<file path="src/rtl/pc_link_pkg.sv">
// pc_link_pkg: framing constants, type codes, info-word layout and TX FSM states for the PC link
package pc_link_pkg;
  localparam logic [15:0] SYNC_WORD = 16'hEB90;
  localparam logic [15:0] TAIL_WORD = 16'h09D7;
  localparam logic [15:0] TYPE_INST = 16'h000A;
  localparam logic [15:0] TYPE_INTER = 16'h0008;
  localparam int OVERHEAD = 13;
  localparam int INFO_TYPE_LSB = 56;
  localparam int INFO_ADDR_LSB = 40;
  localparam int INFO_LEN_LSB = 0;
  typedef enum logic [1:0] {S_IDLE, S_REQ, S_WRITE, S_DONE} tx_state_t;
  function automatic logic [71:0] info_word(logic [15:0] t, logic [11:0] a, logic [31:0] l);
    return (72'(t) << INFO_TYPE_LSB) | (72'(a) << INFO_ADDR_LSB) | (72'(l) << INFO_LEN_LSB);
  endfunction
endpackage

</file>
<file path="src/rtl/pc_tx_resp_if.sv">
// pc_tx_resp_if: frame-data BRAM write port and frame-info FIFO push port
interface pc_tx_resp_if;
  logic fdram_wr_req;
  logic fdram_wr_ack;
  logic fdram_wr_done;
  logic fdram_wr_en;
  logic [11:0] fdram_wr_addr;
  logic [7:0] fdram_wr_data;
  logic fififo_wr_en;
  logic [71:0] fififo_wr_data;
  logic fififo_full;
  modport master (
    output fdram_wr_req, fdram_wr_done, fdram_wr_en, fdram_wr_addr, fdram_wr_data, fififo_wr_en, fififo_wr_data,
    input fdram_wr_ack, fififo_full
  );
  modport slave (
    input fdram_wr_req, fdram_wr_done, fdram_wr_en, fdram_wr_addr, fdram_wr_data, fififo_wr_en, fififo_wr_data,
    output fdram_wr_ack, fififo_full
  );
endinterface

</file>
<file path="src/rtl/pc_tx_byte_mux.sv">
// pc_tx_byte_mux: selects the frame byte at a given index from the snapshotted frame fields
module pc_tx_byte_mux
  import pc_link_pkg::*;
(
  input  logic [15:0] ftype,
  input  logic [4:0]  flen,
  input  logic [15:0] seq,
  input  logic [47:0] fpay,
  input  logic [4:0]  idx,
  input  logic [7:0]  csum,
  output logic [7:0]  frame_byte
);
  logic [79:0] hdr_sh;
  logic [47:0] pay_sh;
  logic [4:0] pidx;
  always_comb begin
    pidx = idx - 5'd10;
    hdr_sh = {SYNC_WORD, ftype, 27'h0, flen, seq} << {idx, 3'b000};
    pay_sh = fpay << {pidx, 3'b000};
    frame_byte = idx == flen - 5'd1 ? TAIL_WORD[7:0] :
                 idx == flen - 5'd2 ? TAIL_WORD[15:8] :
                 idx == flen - 5'd3 ? csum :
                 idx >= 5'd10 ? pay_sh[47:40] : hdr_sh[79:72];
  end
endmodule

</file>
<file path="src/rtl/pc_tx_resp.sv">
// pc_tx_resp: frames captured INST/INTER responses into the TX BRAM ring and pushes an info word per frame
// Optional PC_TX_SEQ_EN: places a 16-bit running sequence number in frame bytes 8-9.
module pc_tx_resp
  import pc_link_pkg::*;
#(
  parameter int U_DLY = 1
) (
  input  logic        clk_sys,
  input  logic        rst,
  input  logic [15:0] inst_resp_data,
  input  logic        inst_resp_data_valid,
  input  logic [15:0] inter_rd_addr,
  input  logic [31:0] inter_rd_data,
  input  logic        inter_rd_valid,
  pc_tx_resp_if.master tx,
  output logic        tx_drop
);
  tx_state_t state, state_nxt;
  logic inst_pend, inter_pend, take_inst, take_inter;
  logic [15:0] inst_d, inter_a, ftype, seq;
  logic [31:0] inter_d;
  logic [47:0] fpay;
  logic [4:0] flen, idx;
  logic [7:0] csum, byte_d;
  logic [11:0] wptr;
  logic unused_dly;
  assign unused_dly = U_DLY != 0;
  assign take_inst = state == S_IDLE && inst_pend && !tx.fififo_full;
  assign take_inter = state == S_IDLE && !inst_pend && inter_pend && !tx.fififo_full;
  always_ff @(posedge clk_sys)
    if (rst) state <= S_IDLE;
    else state <= state_nxt;
  always_comb begin
    state_nxt = state == S_IDLE ? (take_inst || take_inter ? S_REQ : S_IDLE) :
                state == S_REQ ? (tx.fdram_wr_ack ? S_WRITE : S_REQ) :
                state == S_WRITE ? (idx == flen - 5'd1 ? S_DONE : S_WRITE) : S_IDLE;
    tx.fdram_wr_req = state == S_REQ;
    tx.fdram_wr_en = state == S_WRITE;
    tx.fdram_wr_addr = tx.fdram_wr_en ? wptr + 12'(idx) : 12'h0;
    tx.fdram_wr_data = tx.fdram_wr_en ? byte_d : 8'h0;
    tx.fdram_wr_done = state == S_DONE;
    tx.fififo_wr_en = state == S_DONE;
    tx.fififo_wr_data = state == S_DONE ? info_word(ftype, wptr, 32'(flen)) : 72'h0;
  end
  // A strobe landing on the same edge as its slot's snapshot becomes a fresh pending entry, not a drop
  always_ff @(posedge clk_sys)
    if (rst) begin
      inst_pend <= 1'b0;
      inter_pend <= 1'b0;
      tx_drop <= 1'b0;
      wptr <= 12'h0;
      idx <= 5'd0;
      csum <= 8'h0;
    end else begin
      inst_pend <= inst_resp_data_valid | (inst_pend & ~take_inst);
      inter_pend <= inter_rd_valid | (inter_pend & ~take_inter);
      tx_drop <= (inst_resp_data_valid & inst_pend & ~take_inst) | (inter_rd_valid & inter_pend & ~take_inter);
      if (inst_resp_data_valid) inst_d <= inst_resp_data;
      if (inter_rd_valid) begin
        inter_a <= inter_rd_addr;
        inter_d <= inter_rd_data;
      end
      if (take_inst || take_inter) begin
        ftype <= take_inst ? TYPE_INST : TYPE_INTER;
        flen <= take_inst ? 5'(OVERHEAD + 2) : 5'(OVERHEAD + 6);
        fpay <= take_inst ? {inst_d, 32'h0} : {inter_a, inter_d};
      end
      idx <= state == S_WRITE ? idx + 5'd1 : 5'd0;
      csum <= state != S_WRITE ? 8'h0 : idx >= 5'd2 && idx <= flen - 5'd4 ? csum + byte_d : csum;
      if (state == S_DONE) wptr <= wptr + 12'(flen);
    end
`ifdef PC_TX_SEQ_EN
  always_ff @(posedge clk_sys)
    if (rst) seq <= 16'h0;
    else if (state == S_DONE) seq <= seq + 16'd1;
`else
  assign seq = 16'h0;
`endif
  pc_tx_byte_mux u_mux (
    .ftype(ftype),
    .flen(flen),
    .seq(seq),
    .fpay(fpay),
    .idx(idx),
    .csum(csum),
    .frame_byte(byte_d)
  );
endmodule

</file>
<file path="src/flat_wrapper.sv">
// flat-port wrapper written by rule: the top's interface ports become plain ports
module pc_tx_resp_flat import pc_link_pkg::*;
#(
  parameter int U_DLY = 1
)
  (clk_sys, rst, inst_resp_data, inst_resp_data_valid, inter_rd_addr, inter_rd_data, inter_rd_valid, tx_drop, tx_fdram_wr_req, tx_fdram_wr_done, tx_fdram_wr_en, tx_fdram_wr_addr, tx_fdram_wr_data, tx_fififo_wr_en, tx_fififo_wr_data, tx_fdram_wr_ack, tx_fififo_full);
  pc_tx_resp_if tx_i ();
  input  logic clk_sys;
  input  logic rst;
  input  logic [15:0] inst_resp_data;
  input  logic inst_resp_data_valid;
  input  logic [15:0] inter_rd_addr;
  input  logic [31:0] inter_rd_data;
  input  logic inter_rd_valid;
  output logic tx_drop;
  output wire logic [$bits(tx_i.fdram_wr_req)-1:0] tx_fdram_wr_req;
  output wire logic [$bits(tx_i.fdram_wr_done)-1:0] tx_fdram_wr_done;
  output wire logic [$bits(tx_i.fdram_wr_en)-1:0] tx_fdram_wr_en;
  output wire logic [$bits(tx_i.fdram_wr_addr)-1:0] tx_fdram_wr_addr;
  output wire logic [$bits(tx_i.fdram_wr_data)-1:0] tx_fdram_wr_data;
  output wire logic [$bits(tx_i.fififo_wr_en)-1:0] tx_fififo_wr_en;
  output wire logic [$bits(tx_i.fififo_wr_data)-1:0] tx_fififo_wr_data;
  input wire logic [$bits(tx_i.fdram_wr_ack)-1:0] tx_fdram_wr_ack;
  input wire logic [$bits(tx_i.fififo_full)-1:0] tx_fififo_full;
  assign tx_fdram_wr_req = tx_i.fdram_wr_req;
  assign tx_fdram_wr_done = tx_i.fdram_wr_done;
  assign tx_fdram_wr_en = tx_i.fdram_wr_en;
  assign tx_fdram_wr_addr = tx_i.fdram_wr_addr;
  assign tx_fdram_wr_data = tx_i.fdram_wr_data;
  assign tx_fififo_wr_en = tx_i.fififo_wr_en;
  assign tx_fififo_wr_data = tx_i.fififo_wr_data;
  assign tx_i.fdram_wr_ack = tx_fdram_wr_ack;
  assign tx_i.fififo_full = tx_fififo_full;
  pc_tx_resp #(.U_DLY(U_DLY)) u_core (.clk_sys(clk_sys), .rst(rst), .inst_resp_data(inst_resp_data), .inst_resp_data_valid(inst_resp_data_valid), .inter_rd_addr(inter_rd_addr), .inter_rd_data(inter_rd_data), .inter_rd_valid(inter_rd_valid), .tx(tx_i), .tx_drop(tx_drop));
endmodule
</file>
<file path="config.mk">
export PLATFORM = sky130hd
export DESIGN_NAME = pc_tx_resp_flat
export DESIGN_NICKNAME = d
export VERILOG_FILES = /design/src/rtl/pc_link_pkg.sv /design/src/rtl/pc_tx_resp_if.sv /design/src/rtl/pc_tx_byte_mux.sv /design/src/rtl/pc_tx_resp.sv /design/src/flat_wrapper.sv
export SDC_FILE = /design/constraint.sdc
export NUM_CORES = 1
export LEC_CHECK = 0
export CORE_MARGIN = 2
export CORE_UTILIZATION = 52
export CTS_BUF_LIST = sky130_fd_sc_hd__clkbuf_8
export DETAILED_ROUTE_END_ITERATION = 8
export PLACE_DENSITY = 0.82
export SLEW_MARGIN = 5
export SYNTH_ARGS = -nofsm -noshare
export SYNTH_HDL_FRONTEND = slang
export SYNTH_SLANG_ARGS = --single-unit
export TNS_END_PERCENT = 1
</file>
<file path="constraint.sdc">
create_clock -name clk_sys -period 5.49 [get_ports clk_sys]
set_input_delay 1.647 -clock clk_sys [delete_from_list [all_inputs] [get_ports clk_sys]]
set_output_delay 1.647 -clock clk_sys [all_outputs]
set_load 0.005 [all_outputs]
</file>
==> impl_metrics.json, run 1 <==
{
  "outcome": "complete, no violations",
  "synthDistinctLibCells": 60,
  "antenna_found_initial": 0,
  "wl_met3_um": 908,
  "wl_met1_mm": 5.98,
  "clockBufferDepth": 2,
  "slew_viol_final": 0,
  "grt_usage": 0.204,
  "cellLeakagePower_nw": 3.18,
  "clk_latency_ns": 0.46,
  "area_delta_synth_final_pct": 20.3,
  "max-cap-violations": 0,
  "yosysWarnings": 0,
  "wl_met2_mm": 7.05,
  "row_count": 43,
  "synth_flop_cell": "edfxtp_1",
  "crit_family": "compound AO/OA/AOI/OAI gates",
  "wl_per_cell_um": 15.8,
  "cts_setup_buffers": 0,
  "post-route-min-period_ns": 5.19,
  "synth_edf_count": 114,
  "drtPass1Iterations": 4,
  "crit_required_ns": 3.84,
  "crit_arrival_ns": 3.54,
  "power_density_nw_per_um2": 264,
  "ctsHoldBuffers": 0,
  "port_buffers": 113,
  "post-route-period-util": 0.945,
  "numClockSinks": 144,
  "die_area_sq_um": 14800,
  "cp_max_fo": 15,
  "async_reset_ff_frac": 0,
  "syn_area_per_cell_sq_um": 12.1,
  "core_sq_um": 13700,
  "place_inst": 867,
  "netlist_instances": 596,
  "hold_class": "flip-flop to flip-flop",
  "syn_area_sq_um": 7220,
  "grt_max_degree": 51,
  "rrSetupSlack_ns": 1.29,
  "worst_pin_slew_ns": 0.872,
  "final_area_sq_um": 8690,
  "slew_headroom": 0.417,
  "cp-end-kind": "output port",
  "num_vias": 4656,
  "total_power_mw": 2.30,
  "grt_pass1_wl_mm": 23.0,
  "grt_pass1_vias": 4667,
  "fmax_ghz": 0.193,
  "dieWidth_um": 122,
  "utilization": 0.633,
  "start_util": 0.526,
  "gp_congestion": 0.898,
  "globalRouteOverflowTotal": 0,
  "diodes": 0,
  "ir_worst_vdd_uv": 190,
  "die_h_um": 122,
  "num_io_pins": 167,
  "crit_buf_inv": 2,
  "drive_above_1_share": 0.106,
  "ctsResizeCount": 0,
  "cts_buffers": 17,
  "ys_ff_latch": 144,
  "setup_tns_ns": 0,
  "path_class": "flip-flop to output port",
  "rsz0062_at_grt": "false",
  "root_buffer": "clkbuf_8",
  "antenna_left": 0,
  "setup_violations": 0,
  "highest_layer": "met4",
  "cp_slowest_cell": "dfxtp_1",
  "fin_worst_skew_ns": 0.0101,
  "drt-total-wl_mm": 14.2,
  "cp_slowest_stage_delay_ns": 0.61,
  "drc": 0,
  "htree_num_levels": 4,
  "fin_nets": 803,
  "cts.reportedPaths.clkPinSlew_ns": 0.07,
  "worstPathCellList": "inv_1 -> ha_1 -> mux4_1 -> a22oi_1 -> a21oi_1 -> a311oi_1 -> o31ai_1 -> and2_1 -> clkdlybuf4s50_1",
  "critPathLaunchType": "flip-flop",
  "cts_tree": "built",
  "yosysSeqAreaShare": 0.557,
  "finalNonFillerCells": 898,
  "placed_cell_area_sq_um": 8280,
  "finalHoldViolations": 0,
  "vias_per_cell": 5.18,
  "drt_iter0_drc": 289,
  "post-dp-hpwl_mm": 10.3
}
-- cell type report --
type	count	area (sq um)
fill	1069	5030
sequential	144	4020
multi-input combinational	403	2770
timing repair buffer	121	1190
clock buffer	17	234
tap	180	225
clock inverter	14	173
inverter	19	71.3
-- report_power, final --
group	total [mW]	internal [mW]	switching, mW
Sequential	1.26	1.24	0.0191
Clock	0.871	0.483	0.388
Combinational	0.169	0.0909	0.0782
-- flip-flops by register name (all words and copies together) (netlist names) --
name and cells:
u_core.inter_d 32, u_core.fpay 48, u_core.inst_d 16, u_core.csum 8, u_core.inter_a 16, u_core.state 2, u_core.idx 5, u_core.inter_pend 1
u_core.flen 2, u_core.wptr 12, u_core.tx_drop 1, u_core.inst_pend 1
-- cells in the final DEF, fill, tap and decap left out, types with 4 or more instances in the layout --
cell	synthesis	layout
a22oi_1	5	5
and2_1	42	42
buf_4	60	8
xnor2_1	8	8
o21ai_1	5	5
o21ai_0	15	15
a21oi_1	30	30
nand2_1	21	21
nor2_1	54	52
and3_1	15	15
mux4_2	6	6
conb_1	1	53
nor2b_1	7	7
or3_1	4	4
clkdlybuf4s50_1	0	113
a22o_1	4	4
nand2b_1	5	5
clkinv_1	0	4
ha_1	25	25
edfxtp_1	114	114
clkbuf_8	1	17
nor3_1	15	15
bufinv_16	0	4
xor2_1	14	14
mux2_2	24	24
inv_1	18	19
a211oi_1	4	4
dfxtp_1	30	30
-- routing by layer --
metal  up-vias  track usage
met4         0       0.0884
met1      2209        0.253
met5         -            0
met3        26       0.0524
li1       2244            -
met2       177        0.338
-- Yosys cell counts, drive strengths merged (5+ instances only) --
| library cell | n | area [sq um] |
|---|---|---|
| a21oi | 31 | 159 |
| a22oi | 6 | 50.1 |
| and2 | 42 | 263 |
| and3 | 15 | 93.8 |
| buf | 66 | 499 |
| clkbuf | 16 | 70.1 |
| dfxtp | 30 | 601 |
| edfxtp | 114 | 3420 |
| ha | 25 | 313 |
| inv | 19 | 71.3 |
| mux2 | 24 | 270 |
| mux4 | 8 | 188 |
| nand2 | 21 | 78.8 |
| nand2b | 5 | 31.3 |
| nor2 | 54 | 203 |
| nor2b | 7 | 43.8 |
| nor3 | 15 | 75.1 |
| o21ai | 20 | 100 |
| xnor2 | 8 | 70.1 |
| xor2 | 14 | 123 |
-- final timing paths --
check,cells past startpoint,startpoint,to
worst min register to register,2,u_core.csum[6]$_SDFFE_PP0P_,u_core.csum[6]$_SDFFE_PP0P_
worst max-delay path,9,u_core.idx[2]$_SDFF_PP0_,tx_fdram_wr_data[2]
worst min-delay path,2,u_core.csum[6]$_SDFFE_PP0P_,u_core.csum[6]$_SDFFE_PP0P_
worst max register to register,14,u_core.idx[2]$_SDFF_PP0_,u_core.csum[7]$_SDFFE_PP0P_
-- stage by stage --
step / setup slack, ns / hold slack [ns]
after CTS: 0.286 / 0.489
after global routing: 0.0166 / 0.517
final: 0.300 / 0.493
after global placement: 0.880 / 0.463
after floorplan: 0.931 / 0.443
after detailed placement: 0.793 / 0.470
-- worst reg2reg max path, delay by kind of cell (launching register included) --
kind | cells | cell delay (ns)
adders and majority gates | 2 | 0.79
DFF | 1 | 0.61
and+or+nand+nor | 2 | 0.33
buffers and inverters | 2 | 0.25
AOI/OAI and AO/OA | 7 | 1.77
muxes | 1 | 0.37
-- cell families after synthesis --
logic type	count (synthesis)	share of synthesized area
AOI/OAI and AO/OA	89	0.0823
xor gates and xnor gates	22	0.0267
adders and majority gates	27	0.0488
buffers and inverters	101	0.0887
DFF	144	0.557
muxes	35	0.0676
other	1	0.000519
and+or+nand+nor	177	0.128
Power figures use the tool's default switching activity.
==> run 2: changes to the inputs <==
==> constraint.sdc (replaced) <==
create_clock -name clk_sys -period 5.49 [get_ports clk_sys]
set_input_delay 1.647 -clock clk_sys [delete_from_list [all_inputs] [get_ports clk_sys]]
set_output_delay 1.647 -clock clk_sys [all_outputs]
set_load 0.1 [all_outputs]
==> impl_metrics.json, run 2 (same netlist as run 1, synthesis figures left out) <==
{
  "final_area_sq_um": 8660,
  "grt_max_degree": 49,
  "ctsHoldBuffers": 0,
  "post-route-min-period_ns": 5.04,
  "rsz0062_at_grt": "false",
  "regMostFlops": "u_core.fpay",
  "cp_max_fo": 15,
  "cts_setup_buffers": 0,
  "drtPass1Iterations": 5,
  "finalHoldViolations": 0,
  "wl_per_cell_um": 15.5,
  "htree_num_levels": 4,
  "ir_worst_vdd_uv": 300,
  "wl_met2_mm": 7.01,
  "placed_cell_area_sq_um": 8260,
  "wl_met1_mm": 5.80,
  "drt_iter0_drc": 279,
  "largest_registers": "u_core.fpay: 48 flops, u_core.inter_d: 32 flops",
  "reg2regPathDepth": 15,
  "cts.reportedPaths.clkPinSlew_ns": 0.08,
  "antenna_found_initial": 0,
  "crit_required_ns": 3.84,
  "power_density_nw_per_um2": 280,
  "worst_pin_slew_ns": 0.974,
  "numClockSinks": 144,
  "slew_headroom": 0.349,
  "ctsResizeCount": 0,
  "path_class": "flip-flop to output port",
  "crit_arrival_ns": 3.39,
  "root_buffer": "clkbuf_8",
  "post-route-period-util": 0.918,
  "grt_pass1_wl_mm": 22.1,
  "dieWidth_um": 122,
  "gp_congestion": 0.879,
  "grt_usage": 0.195,
  "die_h_um": 122,
  "row_count": 43,
  "hold_class": "flip-flop to flip-flop",
  "fin_nets": 803,
  "diodes": 0,
  "setup_tns_ns": 0,
  "outcome": "complete, no violations",
  "globalRouteOverflowTotal": 0,
  "wl_met3_um": 852,
  "port_buffers": 113,
  "fmax_ghz": 0.198,
  "num_vias": 4671,
  "highest_layer": "met4",
  "setup_violations": 0,
  "layout_commonest_cell": "edfxtp_1",
  "fin_worst_skew_ns": 0.00837,
  "cp-end-kind": "output port",
  "core_sq_um": 13700,
  "largest_reg_flops": 48,
  "post-dp-hpwl_mm": 10.4,
  "drive_above_1_share": 0.139,
  "cts_buffers": 17,
  "max-cap-violations": 0,
  "area_delta_synth_final_pct": 19.9,
  "cts_tree": "built",
  "rrSetupSlack_ns": 1.18,
  "cellLeakagePower_nw": 3.22,
  "clk_latency_ns": 0.44,
  "slew_viol_final": 0,
  "whs_path_depth": 2,
  "die_area_sq_um": 14800,
  "vias_per_cell": 5.20,
  "start_util": 0.526,
  "critPathLaunchType": "flip-flop",
  "grt_pass1_vias": 4559,
  "final_cell_mix": "edfxtp_1 (114), clkdlybuf4s50_1 (93), conb_1 (53)",
  "num_io_pins": 167,
  "clockBufferDepth": 2,
  "antenna_left": 0,
  "drt-total-wl_mm": 13.9,
  "drc": 0
}
## run 2: cell types whose count changed in the layout (fill, tap and decap cells not counted), sizes merged
cell and delta:
buf +20, clkdlybuf4s50 -20, inv +5, bufinv -2, clkinv -2
## run 2: layout make-up
| type | count | area [sq um] |
|---|---|---|
| Clock inverter | 15 | 161 |
| Tap cell | 180 | 225 |
| Sequential cell | 144 | 4020 |
| Fill cell | 1043 | 5060 |
| Inverter | 19 | 71.3 |
| Multi-Input combinational cell | 403 | 2780 |
| Timing Repair Buffer | 121 | 1170 |
| Clock buffer | 17 | 234 |
## run 2: worst paths after layout
kind / endpoint / startpoint
worst max-delay path: tx_fdram_wr_data[2] / u_core.idx[2]$_SDFF_PP0_
worst min-delay path: u_core.csum[6]$_SDFFE_PP0P_ / u_core.csum[6]$_SDFFE_PP0P_
worst max register to register: u_core.csum[7]$_SDFFE_PP0P_ / u_core.idx[2]$_SDFF_PP0_
worst min register to register: u_core.csum[6]$_SDFFE_PP0P_ / u_core.csum[6]$_SDFFE_PP0P_
## run 2: per-layer routing
layer,global-route usage,vias up
li1,-,2248
met5,0,-
met3,0.0482,20
met1,0.238,2216
met4,0.0704,0
met2,0.338,187
## run 2: critical path, stage by stage (launching register included)
cell and delay [ns]:
dfxtp_1 0.66, inv_1 0.20, ha_1 0.54, mux4_1 0.34
a22oi_1 0.26, a21oi_1 0.07, a311oi_1 0.32, o31ai_1 0.15
and2_1 0.24, buf_12 0.17
## run 2: where the power goes
part / switching (mW) / internal, mW
registers: 0.0181 / 1.24
logic: 0.254 / 0.0911
clock network: 0.417 / 0.411
total: 0.690 / 1.74
## run 2: metrics by stage
step	setup slack, ns	hold slack (ns)	total power, mW	std cells	util
global placement	1.08	0.457	1.62	867	0.602
detailed placement	0.990	0.469	1.62	867	0.602
global route	0.269	0.508	2.52	899	0.631
CTS	0.497	0.482	2.45	899	0.631
floorplan	0.182	0.443	1.57	648	-
finish	0.452	0.479	2.43	899	0.631
